File: src/rtl/spike_event_arbiter.sv
// Spike event arbiter: captures per-channel on/off spikes, picks one pending channel per
// cycle round-robin, and queues {channel, polarity, timestamp} words in a small output FIFO.
module spike_event_arbiter #(
  parameter int N_CH       = 4,
  parameter int FIFO_DEPTH = 4,
  parameter int TS_W       = 8
) (
  input  logic                    clk,
  input  logic                    rst_n,
  input  logic [N_CH-1:0]         spike_on,
  input  logic [N_CH-1:0]         spike_off,
  output logic                    ev_valid,
  input  logic                    ev_ready,
  output logic [$clog2(N_CH)-1:0] ev_chan,
  output logic                    ev_pol,
  output logic [TS_W-1:0]         ev_ts,
  output logic [N_CH-1:0]         pending,
  output logic [7:0]              drop_cnt
);

  localparam int CH_W  = $clog2(N_CH);
  localparam int PTR_W = $clog2(FIFO_DEPTH);
  localparam int CNT_W = PTR_W + 1;
  localparam int ENT_W = CH_W + 1 + TS_W;

  logic [N_CH-1:0]  pend_q, pend_d;
  logic [N_CH-1:0]  pol_q, pol_d;
  logic [CH_W-1:0]  rr_q, rr_d;
  logic [TS_W-1:0]  ts_q;
  logic [PTR_W-1:0] wr_q, rd_q;
  logic [CNT_W-1:0] cnt_q, cnt_d;
  logic [7:0]       drop_q, drop_d;
  logic [ENT_W-1:0] mem_q [FIFO_DEPTH];

  logic             found, grant_en, push, pop;
  logic [CH_W-1:0]  win, idx;
  logic [ENT_W-1:0] head;

  // Round-robin search: first pending channel at or above rr_q, wrapping modulo N_CH.
  always_comb begin
    win   = '0;
    idx   = '0;
    found = 1'b0;
    for (int i = 0; i < N_CH; i++) begin
      idx = rr_q + CH_W'(i);
      if (!found && pend_q[idx]) begin
        win   = idx;
        found = 1'b1;
      end
    end
  end

  // Registered count only: a pop this cycle does not make room for this cycle's push.
  assign grant_en = found && (cnt_q < CNT_W'(FIFO_DEPTH));
  assign push     = grant_en;
  assign pop      = ev_valid && ev_ready;
  assign rr_d     = grant_en ? win + CH_W'(1) : rr_q;

  // A new spike always lands in the pending slot; it only counts as a drop when it
  // replaces an event that is not leaving for the FIFO this cycle. On beats off.
  always_comb begin
    pend_d = pend_q;
    pol_d  = pol_q;
    drop_d = drop_q;
    for (int c = 0; c < N_CH; c++) begin
      if (spike_on[c] || spike_off[c]) begin
        if (pend_q[c] && !(grant_en && win == CH_W'(c)) && drop_d != 8'hFF) begin
          drop_d = drop_d + 8'd1;
        end
        pend_d[c] = 1'b1;
        pol_d[c]  = spike_on[c];
      end else if (grant_en && win == CH_W'(c)) begin
        pend_d[c] = 1'b0;
      end
    end
  end

  always_comb begin
    cnt_d = cnt_q;
    case ({push, pop})
      2'b10:   cnt_d = cnt_q + CNT_W'(1);
      2'b01:   cnt_d = cnt_q - CNT_W'(1);
      default: cnt_d = cnt_q;
    endcase
  end

  always_ff @(posedge clk) begin
    if (!rst_n) begin
      pend_q <= '0;
      pol_q  <= '0;
      rr_q   <= '0;
      ts_q   <= '0;
      wr_q   <= '0;
      rd_q   <= '0;
      cnt_q  <= '0;
      drop_q <= '0;
    end else begin
      pend_q <= pend_d;
      pol_q  <= pol_d;
      rr_q   <= rr_d;
      ts_q   <= ts_q + TS_W'(1);
      cnt_q  <= cnt_d;
      drop_q <= drop_d;
      if (push) wr_q <= wr_q + PTR_W'(1);
      if (pop)  rd_q <= rd_q + PTR_W'(1);
    end
  end

  always_ff @(posedge clk) begin
    if (rst_n && push) mem_q[wr_q] <= {win, pol_q[win], ts_q};
  end

  // Output handshake: ev_valid marks a head event; it is consumed at a clk edge where
  // ev_valid && ev_ready, and the head fields stay stable until then. Fields read 0 when empty.
  assign ev_valid = (cnt_q != '0);
  assign head     = ev_valid ? mem_q[rd_q] : '0;
  assign {ev_chan, ev_pol, ev_ts} = head;
  assign pending  = pend_q;
  assign drop_cnt = drop_q;

endmodule

File: config.mk
export PLATFORM = sky130hd
export DESIGN_NAME = spike_event_arbiter
export DESIGN_NICKNAME = d
export VERILOG_FILES = /design/src/rtl/spike_event_arbiter.sv
export SDC_FILE = /design/constraint.sdc
export NUM_CORES = 1
export LEC_CHECK = 0
export CAP_MARGIN = 20
export CORE_UTILIZATION = 23
export DETAILED_ROUTE_END_ITERATION = 10
export GPL_TIMING_DRIVEN = 1
export HOLD_SLACK_MARGIN = 0.06
export PLACE_DENSITY = 0.41
export SKIP_LAST_GASP = 1
export SLEW_MARGIN = 30
export SYNTH_ARGS = -nofsm -noshare
export SYNTH_HDL_FRONTEND = slang
export SYNTH_SLANG_ARGS = --single-unit
File: constraint.sdc
create_clock -name clk -period 7.5 [get_ports clk]
set_input_delay 1.5 -clock clk [delete_from_list [all_inputs] [get_ports clk]]
set_output_delay 1.5 -clock clk [all_outputs]
set_load 0.005 [all_outputs]
---- Word level (Yosys, flattened, before mapping) ----
Memories as Yosys holds them, arrays and structs flattened. A register that Yosys moved wholly into a read port is not among the register bits.
Cells that the tools add are included.
Widths: inputs -> output; s select.
operators by class
  reductions and logical operators ........ 36
  equality and inequality tests ........... 9
  add/subtract/negate cells ............... 13
  $lt $le $gt $ge ......................... 6
  multiplexer cells ....................... 40
operators with widths
  operator             count
  $mux 8               8
  $add 8x1->8 const B  5
  $ne 8x8->1 const B   4
  $mux 1               19
  $logic_and 1x1->1    18
  $lt 2x3->1 const B   5
  $mux 2               6
  $mux 11              1
  $bmux 1 s2           5
  $reduce_bool 2->1    5
  $add 2x1->2 const B  4
  $logic_not 1->1      7
  $eq 2x2->1 const B   3
  $pmux 3 s2           1
  $add 2x2->2 const B  2
  $eq 2x1->1 const B   2
  $logic_or 1x1->1     4
  $add 3x1->3 const B  1
  $lt 3x3->1 const B   1
  $reduce_bool 3->1    1
  $sub 3x1->3 const B  1
  $logic_not 2->1      1
storage, ports and cells
  output and inout port bits .............. 24
  input port bits ......................... 11
  logic and storage cells ................. 119
  flip-flop bits (word level) ............. 33
  memories kept ........................... 1
  memory bits (writable) .................. 44
memory list
  memory  depth  bits a word  rd ports  clocked after Yosys merged registers in  write ports  line  text
  mem_q   4      11           1         1                                        1            33    logic [ENT_W-1:0] mem_q [FIFO_DEPTH];

---- Longest topological paths before layout ----
Gate-level depths: netlist of the first run.
  word-level depth ........................ 31
  depth in mapped cells ................... 27
  mapped depth without buffers ............ 24

---- Worst setup path before layout of the first run ----
OpenSTA, ideal clock, no wires.
  kind .................................... register to register
  start point ............................. register rr_q[1]
  end point ............................... register drop_q[4], in the netlist drop_cnt[4]
  buffers on the path ..................... 2
  cell stages (with the launch flop) ...... 27
  required time ........................... 7.430 ns
  period minus slack after synthesis ...... 6.284 ns
  slack ................................... 1.216 ns
  arrival time ............................ 6.214 ns
  setup time .............................. 0.070 ns
  cell sequence ........................... dfxtp_1 mux2i_1 nor2_1 nor3_1 inv_1 ha_1 nor2b_1 or3_4 buf_6 nor2_1 mux2_2 ha_1 inv_1 a211oi_1 a311o_1 buf_4 a21oi_1 xor2_1 ha_1 nand2_1 mux2i_4 mux2i_1 a311oi_2 and2_4 o311ai_4 or3_1 a21oi_1
on the way
  word-level cells in the longest chain between the ends .. 31
  elaborated cells on any way between the ends .. 60
  those cells by class .................... add/sub (6); eq/ne (6); mux (24); reduce/logical (24)
ends and longest elaborated chain
  element                                               line  text
  start: declaration                                    28    logic [CH_W-1:0] rr_q, rr_d;
  start signal: assignment                              100   rr_q <= rr_d;
  branches (longest 11 deep; another with $add 2x1->2)  -
  $mux 2 (*)                                            46    if (!found && pend_q[idx]) begin
  named net win[0]                                      36    logic [CH_W-1:0] win, idx;
  branches (longest 18 deep; another with $add 8x1->8)  -
  $mux 8 (*)                                            66    if (spike_on[c] || spike_off[c]) begin
  end signal: assignment                                103   drop_q <= drop_d;
  end: declaration                                      32    logic [7:0] drop_q, drop_d;
Mark *: on every way through the listed nets, which the timed path passes. The select of a mux whose other input is x is not followed.
A chain may end at the register's enable or synchronous reset.

---- Final worst setup path of the first run ----
  start point ............................. input port spike_on[0]
  end point ............................... register drop_q[1], in the netlist drop_cnt[1]
on the way
  word-level cells in the longest chain between the ends .. 14
  elaborated cells on any way between the ends .. 17
  those cells by class .................... add/sub (3); eq/ne (3); mux (7); reduce/logical (4)
ends and longest elaborated chain
  element                                              line  text
  start: declaration                                   10    input logic [N_CH-1:0] spike_on,
  $logic_or 1x1->1 (*)                                 66
  $mux 8 (*)                                           66
  branches (longest 3 deep; another with $add 8x1->8)  -
  $mux 8 (*)                                           66
  branches (longest 3 deep; another with $add 8x1->8)  -
  $mux 8 (*)                                           66
  branches (longest 3 deep; another with $add 8x1->8)  -
  $mux 8 (*)                                           66
Every way passes the cells marked *.

==> results of run 1 <==
flip-flops by register name, summed over array words and instances, names as in the netlist, named ones only:
name,count
mem_q,44
pending,4
ts_q,8
wr_q,2
drop_cnt,8
pol_q,4
cnt_q,3
rd_q,2
rr_q,2
layout make-up:
cell class	count	area, um2
Inverter	22	82.6
Tap cell	260	325
Timing Repair Buffer	39	378
Clock buffer	10	229
Fill cell	1990	13500
Sequential cell	79	2020
Multi-Input combinational cell	298	2290
Clock inverter	6	68.8
per-stage QoR:
stage	hold WS (ns)	power (mW)	area (um2)
after detailed placement	0.491	1.18	5090
final	0.499	1.60	5390
after CTS	0.506	1.63	5390
after global placement	0.483	1.18	5090
after global routing	0.535	1.71	5390
after floorplan	0.449	0.966	4490
worst paths after layout:
path | from | end | slack [ns]
worst max-delay path | spike_on[0] | drop_cnt[1] | 0.74
worst min-delay path | ts_q[0] | ts_q[0] | 0.50
worst max register to register | rr_q[1] | drop_cnt[1] | 1.05
worst min register to register | ts_q[0] | ts_q[0] | 0.50
cells by family after synthesis:
logic type                 count (synthesis)
AOI/OAI and AO/OA                         70
xor gates and xnor gates                  26
adders and majority gates                 14
buffers and inverters                     40
DFF                                       79
muxes                                     27
and+or+nand+nor                          161
cell usage in the layout (no fill, tap or decap), types with 3 or more instances in the layout:
| cell | n |
|---|---|
| and2_1 | 13 |
| clkdlybuf4s50_1 | 34 |
| nor3_1 | 4 |
| nor3b_1 | 4 |
| o21ai_0 | 10 |
| nand3_1 | 18 |
| or3_1 | 4 |
| nor2_1 | 46 |
| nand2_1 | 28 |
| dfxtp_1 | 35 |
| a31oi_1 | 4 |
| a21oi_1 | 20 |
| mux4_2 | 11 |
| buf_4 | 5 |
| edfxtp_1 | 44 |
| clkbuf_16 | 9 |
| xnor2_1 | 11 |
| mux2i_1 | 12 |
| nand4_1 | 5 |
| nand2b_1 | 4 |
| xor2_1 | 13 |
| and3_1 | 10 |
| mux2_2 | 3 |
| ha_1 | 13 |
| nor4_1 | 9 |
| inv_1 | 21 |
synthesized netlist by cell type (all sizes together), types with 8 or more instances:
cell type,n,area [um2]
nand2,29,111
nor2,46,173
edfxtp,44,1320
xnor2,13,140
and2,16,103
mux2i,13,143
ha,13,163
o21ai,10,50.1
a21oi,21,109
xor2,13,114
and3,10,62.6
inv,22,82.6
mux4,11,248
nand3,18,90.1
clkbuf,8,30.0
buf,10,63.8
nor4,9,56.3
dfxtp,35,701
power by group:
group          internal [mW]  switching (mW)  leakage [nW]
combinational          0.276           0.275          1.01
clock                  0.260           0.176         0.143
sequential             0.542          0.0725         0.700
total                   1.08           0.524          1.86
routing by layer:
| layer | vias up | GRT usage, % | routed length (um) |
|---|---|---|---|
| met3 | 10 | 1.99 | 272 |
| met4 | 0 | 4.30 | 178 |
| met2 | 49 | 19.0 | 5040 |
| met5 | - | 0 | 0 |
| li1 | 1595 | - | - |
| met1 | 1545 | 14.2 | 5070 |
==> impl_metrics.toml, run 1 <==
[place]
dp_cells = 698
routabilityCongestion = 0.801
hpwl_um = 7660
pre_cts_slack_ns = 0.404
numPortBuffers = 34

[yosys]
synth-async-reset-ratio_pct = 0
synth_fa_ha_area_share_pct = 4.07
synthCells = 417
yosys_register_bits = 79
yosysWarnings = 0
synth_top_family_by_area = "simple AND/OR/NAND/NOR gates"
netlist_area_mm2 = 0.00449
syn-num-nets = 442
post_synth.cell_area_avg_um2 = 10.8
ys_seq_area_share_pct = 45.1
synthMuxAreaShare_pct = 9.46
synth_xor_area_share_pct = 5.66
synth_compound_area_share_pct = 13.4
synth_cell_type_count = 74
ys.flop_type = "edfxtp_1"
synth_edf_count = 44
synth-simple-area-share_pct = 18.4

[setup_path]
worst-path-stages = 20
critPathBufInv = 2
cp.arrival_ns = 6.97
rr_worst_depth = 24
cpPeakStageDelay_ns = 0.52
start_kind = "input port"
cp.required_ns = 7.71
crit_type = "input port to flip-flop"
cpMaxStageDelayCell = "a311o_1"
critPathTopFamily = "compound AO/OA/AOI/OAI gates"
cp-end-kind = "flip-flop"
critPathMaxFanout = 9
crit_chain = "clkdlybuf4s50_1, nor2_1, or3_4, nor2_1, mux2_2, ha_1, inv_1, a211oi_1, a311o_1, a21oi_1, xor2_1, ha_1, nand2_1, mux2i_4, mux2i_1, a311oi_2, a2bb2oi_1, a311oi_1, mux2i_1, o211ai_1"

[worst_hold_path]
hold_class = "flip-flop to flip-flop"
hold_path_depth = 1

[global_routing]
grt_pass1_vias = 3171
track_usage_pct = 11.2
grt_max_degree = 33
grt_pass1_wl_um = 17200
overflow = 0
antenna_found_initial = 0

[cts]
cts_resized = 0
clock_latency_ns = 0.33
path_clk_slew_ns = 0.06
cts_sinks = 79
ctsHoldBuffers = 0
numCtsBuffers = 9
post_cts_buffers = 0
clk_path_buf_depth = 2
cts-htree-levels = 3
cts_tree = "yes"
clock-root-buffer = "clkbuf_16"

[layout]
fin_cells = 714
nNetsFinal = 474
area_delta_synth_final_pct = 20.2
final_layout_size_suffix_gt1_share_pct = 12.8
diodes = 0
post-route-util_pct = 28.5

[timing]
hold_viol = 0
worst-slew-pin-transition_ns = 0.795
drv_slew = 0
final.setup_skew_ns = 0.00736
fin_crit_ns = 6.76
post-route-period-util_pct = 90.1
setup_viol = 0
setup_ws_ns = 0.739
setup-tns-final_ns = 0
relSlewSlack_pct = 46.9
fmax_ghz = 0.148
rsz0062_at_grt = "no"

[flow_run]
drv_cap = 0

[route]
vias_per_cell = 4.48
drt-total-wl_um = 10600
wl_per_cell_um = 14.8
postRouteAntennaNets = 0
drtIter0Drc = 158
drc = 0
dr_total_vias = 3199
drt-pass1-iter-count = 4

[run_status]
status = "completed"

[power_and_ir_drop]
p_leak_nw = 1.86
vdd_ir_drop_max_mv = 0.128
power_density_mw_per_mm2 = 297

[floorplanning]
die_w_um = 142
rows = 50
pin_count = 35
core_mm2 = 0.0189
initial_core_util_pct = 23.7
die_h_um = 142
die-area_mm2 = 0.0201
(Power assumes the default switching activity.)
==> run 2: changes to the inputs <==
--- a/config.mk
+++ b/config.mk
@@ -6,8 +6,9 @@
 export NUM_CORES = 1
 export LEC_CHECK = 0
 export CAP_MARGIN = 20
-export CORE_UTILIZATION = 23
+export CORE_UTILIZATION = 25
 export DETAILED_ROUTE_END_ITERATION = 10
+export DONT_BUFFER_PORTS = 1
 export GPL_TIMING_DRIVEN = 1
 export HOLD_SLACK_MARGIN = 0.06
 export PLACE_DENSITY = 0.41
==> impl_metrics.toml, run 2 (same netlist as run 1, synthesis figures left out) <==
[run_status]
status = "completed"

[floorplanning]
core_mm2 = 0.0174
die-area_mm2 = 0.0185
rows = 48
die_w_um = 136
die_h_um = 136
initial_core_util_pct = 25.8
pin_count = 35

[setup_path]
cp-end-kind = "flip-flop"
critPathBufInv = 3
worst-path-stages = 25
cp.required_ns = 7.71
cpMaxStageDelayCell = "a311o_1"
critPathMaxFanout = 9
timing.rr.end = "drop_cnt[1]"
cp.arrival_ns = 6.99
cpPeakStageDelay_ns = 0.52
rrSetupSlack_ns = 0.72
critPathTopFamily = "compound AO/OA/AOI/OAI gates"
r2r-start = "rr_q[1]"
start_kind = "flip-flop"
crit_type = "flip-flop to flip-flop"
rr_worst_depth = 25

[cts]
cts_sinks = 79
numCtsBuffers = 9
post_cts_buffers = 0
cts-htree-levels = 3
cts_resized = 0
clk_path_buf_depth = 2
ctsHoldBuffers = 0
clock_latency_ns = 0.34
path_clk_slew_ns = 0.06
clock-root-buffer = "clkbuf_16"
cts_tree = "yes"

[timing]
fmax_ghz = 0.147
relSlewSlack_pct = 45.2
holdWs_ns = 0.513
hold_viol = 0
setup_viol = 0
worst-slew-pin-transition_ns = 0.821
final.setup_skew_ns = 0.0105
post-route-period-util_pct = 90.4
setup_ws_ns = 0.719
rsz0062_at_grt = "no"
fin_crit_ns = 6.78
setup-tns-final_ns = 0
drv_slew = 0

[place]
hpwl_um = 7800
dp_cells = 626
pre_cts_slack_ns = 0.708
routabilityCongestion = 0.782
numPortBuffers = 0

[global_routing]
track_usage_pct = 12.5
grt_pass1_vias = 3062
grt_pass1_wl_um = 17300
grt_max_degree = 33
antenna_found_initial = 0
overflow = 0

[flow_run]
drv_cap = 0

[route]
postRouteAntennaNets = 0
wl_per_cell_um = 16.8
drtIter0Drc = 198
vias_per_cell = 4.79
dr_total_vias = 3077
drt-pass1-iter-count = 4
drc = 0
drt-total-wl_um = 10800

[worst_hold_path]
hold_class = "flip-flop to flip-flop"
hold_path_startpoint = "ts_q[0]"
worst_hold_path.endpoint = "ts_q[0]"
hold_path_depth = 1

[power_and_ir_drop]
p_int_uw = 969
power_density_mw_per_mm2 = 298
vdd_ir_drop_max_mv = 0.134
p_leak_nw = 1.71
power_frac_comb_pct = 30.0
p_seq_share_pct = 41.7
clkPwrFrac_pct = 28.3
p_sw_uw = 514
p_sw_share_pct = 34.6

[layout]
layout_common_cells = "46 x nor2_1, 44 x edfxtp_1, 35 x dfxtp_1"
fin_cells = 642
area_delta_synth_final_pct = 11.0
top_register = "mem_q"
final_layout_size_suffix_gt1_share_pct = 13.4
nNetsFinal = 437
layout_commonest_cell = "nor2_1"
diodes = 0
largest_reg_flops = 44
[run 2: changes by cell type in the layout (fill, tap and decap cells not counted)]
| cell | delta |
|---|---|
| clkdlybuf4s50_1 | -34 |
| buf_4 | -3 |
| clkinv_4 | +2 |
| bufinv_16 | -1 |
| clkbuf_1 | -1 |
| clkbuf_8 | +1 |
| clkinv_2 | -1 |
[run 2: power by group through the flow]
stage          registers (mW)  clock network (mW)  logic, mW
2_1_floorplan           0.581                   0      0.385
3_3_place_gp            0.629                   0      0.449
3_5_place_dp            0.633                   0      0.452
4_1_cts                 0.623               0.435      0.455
5_1_grt                 0.633               0.451      0.505
6_report                0.619               0.419      0.445
[run 2: how the worst max path moves through the flow]
stage                           start           to  slack (ns)
after floorplan               rr_q[1]  drop_cnt[4]        1.22
after global placement    spike_on[0]  drop_cnt[1]        0.89
after detailed placement  spike_on[0]  drop_cnt[1]        0.71
after CTS                     rr_q[1]  drop_cnt[1]        0.78
after global routing          rr_q[1]  drop_cnt[1]        0.16
final                         rr_q[1]  drop_cnt[1]        0.72
[run 2: area by class of cell]
| class | count | area (um2) |
|---|---|---|
| clock buffer | 10 | 239 |
| sequential | 79 | 2020 |
| tap | 225 | 282 |
| fill | 1823 | 12400 |
| inverter | 22 | 82.6 |
| timing repair buffer | 2 | 15.0 |
| multi-input combinational | 298 | 2290 |
| clock inverter | 6 | 51.3 |
[run 2: stage by stage]
step / instance area, um2 / utilization [%] / power (mW)
2_1_floorplan: 4490 / - / 0.966
3_3_place_gp: 4690 / 26.9 / 1.08
3_5_place_dp: 4690 / 26.9 / 1.08
4_1_cts: 4980 / 28.6 / 1.51
5_1_grt: 4980 / 28.6 / 1.59
6_report: 4980 / 28.6 / 1.48
[run 2: metal layers]
layer	wire length, um	track usage (%)	share of wire [%]	vias up
met3	528	3.54	4.9	2
met4	68	3.89	0.63	0
met5	0	0	0	-
li1	-	-	-	1510
met2	5350	20.7	50	48
met1	4830	15.6	45	1517
==> run 3: changes to the inputs <==
--- a/config.mk
+++ b/config.mk
@@ -17,3 +17,4 @@
 export SYNTH_ARGS = -nofsm -noshare
 export SYNTH_HDL_FRONTEND = slang
 export SYNTH_SLANG_ARGS = --single-unit
+export TNS_END_PERCENT = 50
==> results of run 3 <==
Same layout as run 2: the final DEF is identical, and so are final timing and power.
